--- config.mk ---
export PLATFORM = sky130hd
export DESIGN_NAME = btn_conditioner_flat
export DESIGN_NICKNAME = d
export VERILOG_FILES = /design/src/rtl/btn_conditioner_if.sv /design/src/rtl/btn_conditioner.sv /design/src/flat_wrapper.sv
export SDC_FILE = /design/constraint.sdc
export NUM_CORES = 1
export LEC_CHECK = 0
export CAP_MARGIN = 20
export CORE_MARGIN = 1
export CORE_UTILIZATION = 40
export DETAILED_ROUTE_END_ITERATION = 10
export GPL_TIMING_DRIVEN = 0
export HOLD_SLACK_MARGIN = 0.15
export PLACE_DENSITY_LB_ADDON = 0.15
export SETUP_SLACK_MARGIN = 0.4
export SLEW_MARGIN = 20
export SYNTH_ARGS = -nofsm -noshare
export SYNTH_HDL_FRONTEND = slang
export SYNTH_SLANG_ARGS = --single-unit
--- constraint.sdc ---
create_clock -name clk -period 2.5 [get_ports clk]
set_clock_uncertainty 0.15 [all_clocks]
set_input_delay 0.25 -clock clk [delete_from_list [all_inputs] [get_ports clk]]
set_output_delay 0.25 -clock clk [all_outputs]
set_load 0.1 [all_outputs]
--- src/rtl/btn_conditioner_if.sv ---
// Push-button bundle between the raw board pins and the conditioned outputs.
interface btn_conditioner_if #(
    parameter int N_BTN = 5
);
    logic [N_BTN-1:0] btn_raw;
    logic [N_BTN-1:0] repeat_en;
    logic [N_BTN-1:0] btn_level;
    logic [N_BTN-1:0] btn_press;
    logic [N_BTN-1:0] btn_release;
    logic [N_BTN-1:0] btn_repeat;

    modport master (
        output btn_raw,
        output repeat_en,
        input  btn_level,
        input  btn_press,
        input  btn_release,
        input  btn_repeat
    );

    modport slave (
        input  btn_raw,
        input  repeat_en,
        output btn_level,
        output btn_press,
        output btn_release,
        output btn_repeat
    );
endinterface

--- src/rtl/btn_conditioner.sv ---
// Per-button synchroniser, debouncer, press/release edge pulses and hold-to-autorepeat.
module btn_conditioner #(
    parameter int N_BTN           = 5,
    parameter int DEBOUNCE_CYCLES = 1000000,
    parameter int REPEAT_DELAY    = 50000000,
    parameter int REPEAT_RATE     = 10000000
) (
    input  logic              clk,
    input  logic              reset,
    btn_conditioner_if.slave  bus
);
    localparam int DCW  = $clog2(DEBOUNCE_CYCLES + 1);
    localparam int RMAX = (REPEAT_DELAY > REPEAT_RATE) ? REPEAT_DELAY : REPEAT_RATE;
    localparam int RCW  = $clog2(RMAX + 1);

    localparam logic [DCW-1:0] DEB_LAST  = DCW'(DEBOUNCE_CYCLES - 1);
    localparam logic [RCW-1:0] DLY_LAST  = RCW'(REPEAT_DELAY - 1);
    localparam logic [RCW-1:0] RATE_LAST = RCW'(REPEAT_RATE - 1);

    typedef enum logic [1:0] {IDLE, DELAY, REPEAT} rpt_state_e;

    logic [N_BTN-1:0] meta_q, sync_q;
    logic [N_BTN-1:0] deb_q, deb_d;
    logic [DCW-1:0]   cnt_q [N_BTN];
    logic [DCW-1:0]   cnt_d [N_BTN];
    logic [N_BTN-1:0] level_q, press_q, release_q, repeat_q;
    logic [N_BTN-1:0] press_d, release_d, repeat_d;
    rpt_state_e       state_q [N_BTN];
    rpt_state_e       state_d [N_BTN];
    logic [RCW-1:0]   rcnt_q [N_BTN];
    logic [RCW-1:0]   rcnt_d [N_BTN];

    always_ff @(posedge clk or negedge reset) begin
        if (!reset) begin
            meta_q    <= '0;
            sync_q    <= '0;
            deb_q     <= '0;
            level_q   <= '0;
            press_q   <= '0;
            release_q <= '0;
            repeat_q  <= '0;
            for (int i = 0; i < N_BTN; i++) begin
                cnt_q[i]   <= '0;
                state_q[i] <= IDLE;
                rcnt_q[i]  <= '0;
            end
        end else begin
            meta_q    <= bus.btn_raw;
            sync_q    <= meta_q;
            deb_q     <= deb_d;
            cnt_q     <= cnt_d;
            level_q   <= deb_q;
            press_q   <= press_d;
            release_q <= release_d;
            repeat_q  <= repeat_d;
            state_q   <= state_d;
            rcnt_q    <= rcnt_d;
        end
    end

    // Level flips only after DEBOUNCE_CYCLES consecutive disagreeing samples.
    always_comb begin
        deb_d = deb_q;
        for (int i = 0; i < N_BTN; i++) begin
            cnt_d[i] = '0;
            if (sync_q[i] != deb_q[i]) begin
                if (cnt_q[i] == DEB_LAST) begin
                    deb_d[i] = ~deb_q[i];
                end else begin
                    cnt_d[i] = cnt_q[i] + DCW'(1);
                end
            end
        end
    end

    assign press_d   = deb_q & ~level_q;
    assign release_d = ~deb_q & level_q;

    // Release/disable is tested against the level about to be presented, so no
    // repeat pulse can ever share a cycle with btn_level low.
    always_comb begin
        repeat_d = '0;
        for (int i = 0; i < N_BTN; i++) begin
            state_d[i] = state_q[i];
            rcnt_d[i]  = rcnt_q[i];
            case (state_q[i])
                IDLE: begin
                    repeat_d[i] = press_d[i];
                    if (press_d[i] && bus.repeat_en[i]) begin
                        state_d[i] = DELAY;
                        rcnt_d[i]  = '0;
                    end
                end
                DELAY, REPEAT: begin
                    if (!deb_q[i] || !bus.repeat_en[i]) begin
                        state_d[i] = IDLE;
                        rcnt_d[i]  = '0;
                    end else if (rcnt_q[i] == ((state_q[i] == DELAY) ? DLY_LAST : RATE_LAST)) begin
                        repeat_d[i] = 1'b1;
                        state_d[i]  = REPEAT;
                        rcnt_d[i]   = '0;
                    end else begin
                        rcnt_d[i] = rcnt_q[i] + RCW'(1);
                    end
                end
                default: begin
                    state_d[i] = IDLE;
                    rcnt_d[i]  = '0;
                end
            endcase
        end
    end

    assign bus.btn_level   = level_q;
    assign bus.btn_press   = press_q;
    assign bus.btn_release = release_q;
    assign bus.btn_repeat  = repeat_q;
endmodule
--- src/flat_wrapper.sv ---
// flat-port wrapper written by rule: the top's interface ports become plain ports
module btn_conditioner_flat 
#(
    parameter int N_BTN           = 5,
    parameter int DEBOUNCE_CYCLES = 1000000,
    parameter int REPEAT_DELAY    = 50000000,
    parameter int REPEAT_RATE     = 10000000
)
  (clk, reset, bus_btn_raw, bus_repeat_en, bus_btn_level, bus_btn_press, bus_btn_release, bus_btn_repeat);
  btn_conditioner_if #(.N_BTN(N_BTN)) bus_i ();
  input  logic clk;
  input  logic reset;
  input wire logic [$bits(bus_i.btn_raw)-1:0] bus_btn_raw;
  input wire logic [$bits(bus_i.repeat_en)-1:0] bus_repeat_en;
  output wire logic [$bits(bus_i.btn_level)-1:0] bus_btn_level;
  output wire logic [$bits(bus_i.btn_press)-1:0] bus_btn_press;
  output wire logic [$bits(bus_i.btn_release)-1:0] bus_btn_release;
  output wire logic [$bits(bus_i.btn_repeat)-1:0] bus_btn_repeat;
  assign bus_i.btn_raw = bus_btn_raw;
  assign bus_i.repeat_en = bus_repeat_en;
  assign bus_btn_level = bus_i.btn_level;
  assign bus_btn_press = bus_i.btn_press;
  assign bus_btn_release = bus_i.btn_release;
  assign bus_btn_repeat = bus_i.btn_repeat;
  btn_conditioner #(.N_BTN(N_BTN), .DEBOUNCE_CYCLES(DEBOUNCE_CYCLES), .REPEAT_DELAY(REPEAT_DELAY), .REPEAT_RATE(REPEAT_RATE)) u_core (.clk(clk), .reset(reset), .bus(bus_i));
endmodule
==> results_dict.tcl <==
set metrics [dict create \
    status "completed" \
    htree_num_levels 2 \
    maxSlewHeadroom_pct 36.90 \
    fin_crit_sh_pct 88.49 \
    fin_nets 1577 \
    rsz0062_at_grt "yes" \
    cts_tree "built" \
    grt_pass1_wl_um 49860 \
    timing.critical_path.to_type "flop" \
    postRouteAntennaNets 0 \
    criticalPathCategory "flop to flop" \
    io_pins 32 \
    clk_latency_ns 0.51 \
    die_area_um2 34920 \
    r2r-end "u_core.state_q[7]" \
    critPathBufInv 2 \
    grt_antenna_before_repair 0 \
    dp_hpwl_um 18140 \
    viasPerCell 5.090 \
    syn-num-nets 1419 \
    first_iter_violations 395 \
    grt_pass1_vias 10090 \
    r2r_start "u_core.state_q[6]" \
    netlist_area_um2 13670 \
    finalSetupViolCount 0 \
    critPathMaxStageDelay_ns 0.43 \
    reg2reg_depth 8 \
    tightest_slew_ns 0.9501 \
    syn_to_final_growth_pct 28.16 \
    layout_setup_ws_ns 0.2877 \
    path_depth 8 \
    drv_cap 0 \
    ir_drop_mv 0.5243 \
    drc 0 \
    path_clk_slew_ns 0.06 \
    layout-drive-gt1-share_pct 22.51 \
    holdPathStages 0 \
    synth_area_leaders "dfrtp_1, nor2_1, xor2_1, xnor2_1, nand3_1" \
    hp-start "u_core.meta_q[0]" \
    holdWs_ns 0.1998 \
    hold_class "flop to flop" \
    rows 67 \
    gp_congestion 0.7819 \
    syn_area_per_cell_um2 9.891 \
    yosysWarningCount 0 \
    fmax_mhz 452.0 \
    finalCriticalPeriod_ns 2.212 \
    ys_seq_elements 275 \
    met3_length_um 874 \
    cp.arrival_ns 2.45 \
    crit_family "simple AND/OR/NAND/NOR gates" \
    worstPathMaxFanout 4 \
    wl_met1_um 14400 \
    ys.flop_type "dfrtp_1" \
    die_x_um 186.9 \
    fill_cells 3027 \
    worstPathCellList "ha_4 > or4_4 > nor3_4 > o2111ai_4 > a21oi_4 > buf_4 > buf_6 > o32ai_1" \
    dieHeight_um 186.9 \
    yosys-top-cells-count "dfrtp_1, nor2_1, nand3_1" \
    rrSetupSlack_ns 0.29 \
    critPathLaunchType "flop" \
    required_ns 2.73 \
    synth_cells 1382 \
    numCtsBuffers 34 \
    yosysTopAreaCell "dfrtp_1" \
    clock_sinks 275 \
    core_area_um2 33620 \
    holdPathEnd "u_core.sync_q[0]" \
    synth_top_area_share_pct 50.34 \
    cts_root_buffer "clkbuf_16" \
    wl_per_cell_um 14.60 \
    initial_utilization_pct 40.66 \
    async_flop_share_pct 100.0 \
    wl_met2_um 13650 \
    dr.pass1.iters 4 \
    wl_um 29380 \
    vias 10240 \
    io_buffers 31 \
    place_ws_ns -0.06701 \
    ys_types 63 \
    cts_buffer_depth 3 \
    power_density_nw_per_um2 553.3 \
    hold_violations 0 \
    antenna_cells 0 \
    synth-seq-area-share_pct 50.34 \
    slowest_stage "or4_4" \
    grt-ovfl-total 0 \
    top_layer_used "met4" \
    cellLeakagePower_nw 7.486 \
    grt_usage_pct 16.86 \
    grt_max_degree 80 \
    slew_violations 0 \
    synth_edf_count 0 \
    synth.most_common_cell "dfrtp_1" \
]
## cell families (layout without fill, tap and decap cells)
family          count (synthesis)  count (layout)  synth area share, %
simple gates                  724             724                27.34
flops                         275             275                50.34
xor+xnor                      200             200                12.81
compound gates                 78              78                4.513
buf+inv                        74             256                2.215
fa+ha+maj                      25              25                2.288
mux                             6               6               0.4851
## worst max path at each step
stage	startpoint	end	slack (ns)
final	u_core.state_q[6]	u_core.state_q[7]	0.29
after global routing	u_core.state_q[6]	u_core.state_q[7]	0.22
after CTS	u_core.state_q[6]	u_core.rcnt_q[101]	0.28
after detailed placement	u_core.rcnt_q[0]	u_core.rcnt_q[9]	-0.07
after global placement	reset	u_core.bus.btn_level[3]	-13.28
after floorplan	u_core.bus.btn_level[4]	u_core.rcnt_q[22]	0.28
## cell usage in the layout, fill, tap and decap left out, types with 11 or more instances in the layout
| master | Yosys | layout |
|---|---|---|
| buf_6 | 0 | 21 |
| nor2_4 | 0 | 23 |
| nand4_1 | 55 | 55 |
| clkbuf_16 | 0 | 38 |
| inv_1 | 39 | 35 |
| xnor2_1 | 98 | 98 |
| and4_1 | 21 | 21 |
| buf_4 | 3 | 69 |
| xor2_1 | 102 | 100 |
| nor2b_1 | 14 | 14 |
| nand2_1 | 88 | 87 |
| ha_1 | 25 | 14 |
| nand3_1 | 108 | 100 |
| clkbuf_2 | 0 | 12 |
| and3_1 | 52 | 50 |
| dfrtp_1 | 275 | 263 |
| dfrtp_2 | 0 | 11 |
| o21ai_0 | 22 | 22 |
| nor2_2 | 0 | 36 |
| nor2_1 | 247 | 188 |
| nor3_1 | 33 | 29 |
## layout make-up
| class | count | area, µm² | share of cell area [%] |
|---|---|---|---|
| Buffer | 35 | 282.8 | 1.614 |
| Clock buffer | 51 | 1049 | 5.985 |
| Clock inverter | 9 | 98.84 | 0.5642 |
| Inverter | 39 | 146.4 | 0.8356 |
| Multi-Input combinational cell | 1033 | 7316 | 41.76 |
| Sequential cell | 275 | 6899 | 39.38 |
| Tap cell | 448 | 560.5 | 3.200 |
| Timing Repair Buffer | 122 | 1166 | 6.657 |
## per-layer routing
| metal | up-vias | track usage (%) |
|---|---|---|
| met5 | - | 0 |
| li1 | 5103 | - |
| met4 | 0 | 4.950 |
| met2 | 102 | 26.54 |
| met3 | 35 | 2.908 |
| met1 | 5001 | 23.81 |
## metrics by stage
stage / instances / total power, mW / utilization, % / cell area (µm²) / setup TNS (ns)
3_5_place_dp: 1864 / 4.789 / 43.70 / 14690 / -1.038
6_report: 2012 / 9.692 / 52.11 / 17520 / 0
3_3_place_gp: 1861 / 4.775 / 43.44 / 14600 / -3103.90
5_1_grt: 2012 / 10.10 / 52.11 / 17520 / 0
4_1_cts: 1979 / 9.883 / 49.53 / 16650 / 0
2_1_floorplan: 1382 / 4.636 / - / 13730 / 0
## what timing repair did
item / in CTS / in global routing
pin swaps: 41 / 62
gates cloned: 6 / 3
endpoints found under the setup margin: 237 / 215
buffers inserted: 43 / 28
resized for setup: 139 / 183
hold buffers: 6 / 2
hold endpoints to repair: 203 / 32
## state kept, by name, indices dropped and copies added, names as in the netlist
signal                  cells
u_core.meta_q               5
u_core.bus.btn_level        5
u_core.sync_q               5
u_core.cnt_q              100
u_core.bus.btn_press        5
u_core.bus.btn_repeat       5
u_core.rcnt_q             130
u_core.state_q             10
u_core.bus.btn_release      5
u_core.deb_q                5
## power breakdown
group / leakage (nW) / internal, mW / switching, mW / total (mW)
clock network: 0.570 / 3.10 / 1.87 / 4.97
registers: 3.75 / 4.48 / 0.0236 / 4.50
logic: 3.16 / 0.0739 / 0.141 / 0.215
total: 7.49 / 7.66 / 2.04 / 9.69
No activity file was read; power rests on OpenSTA's default activity.
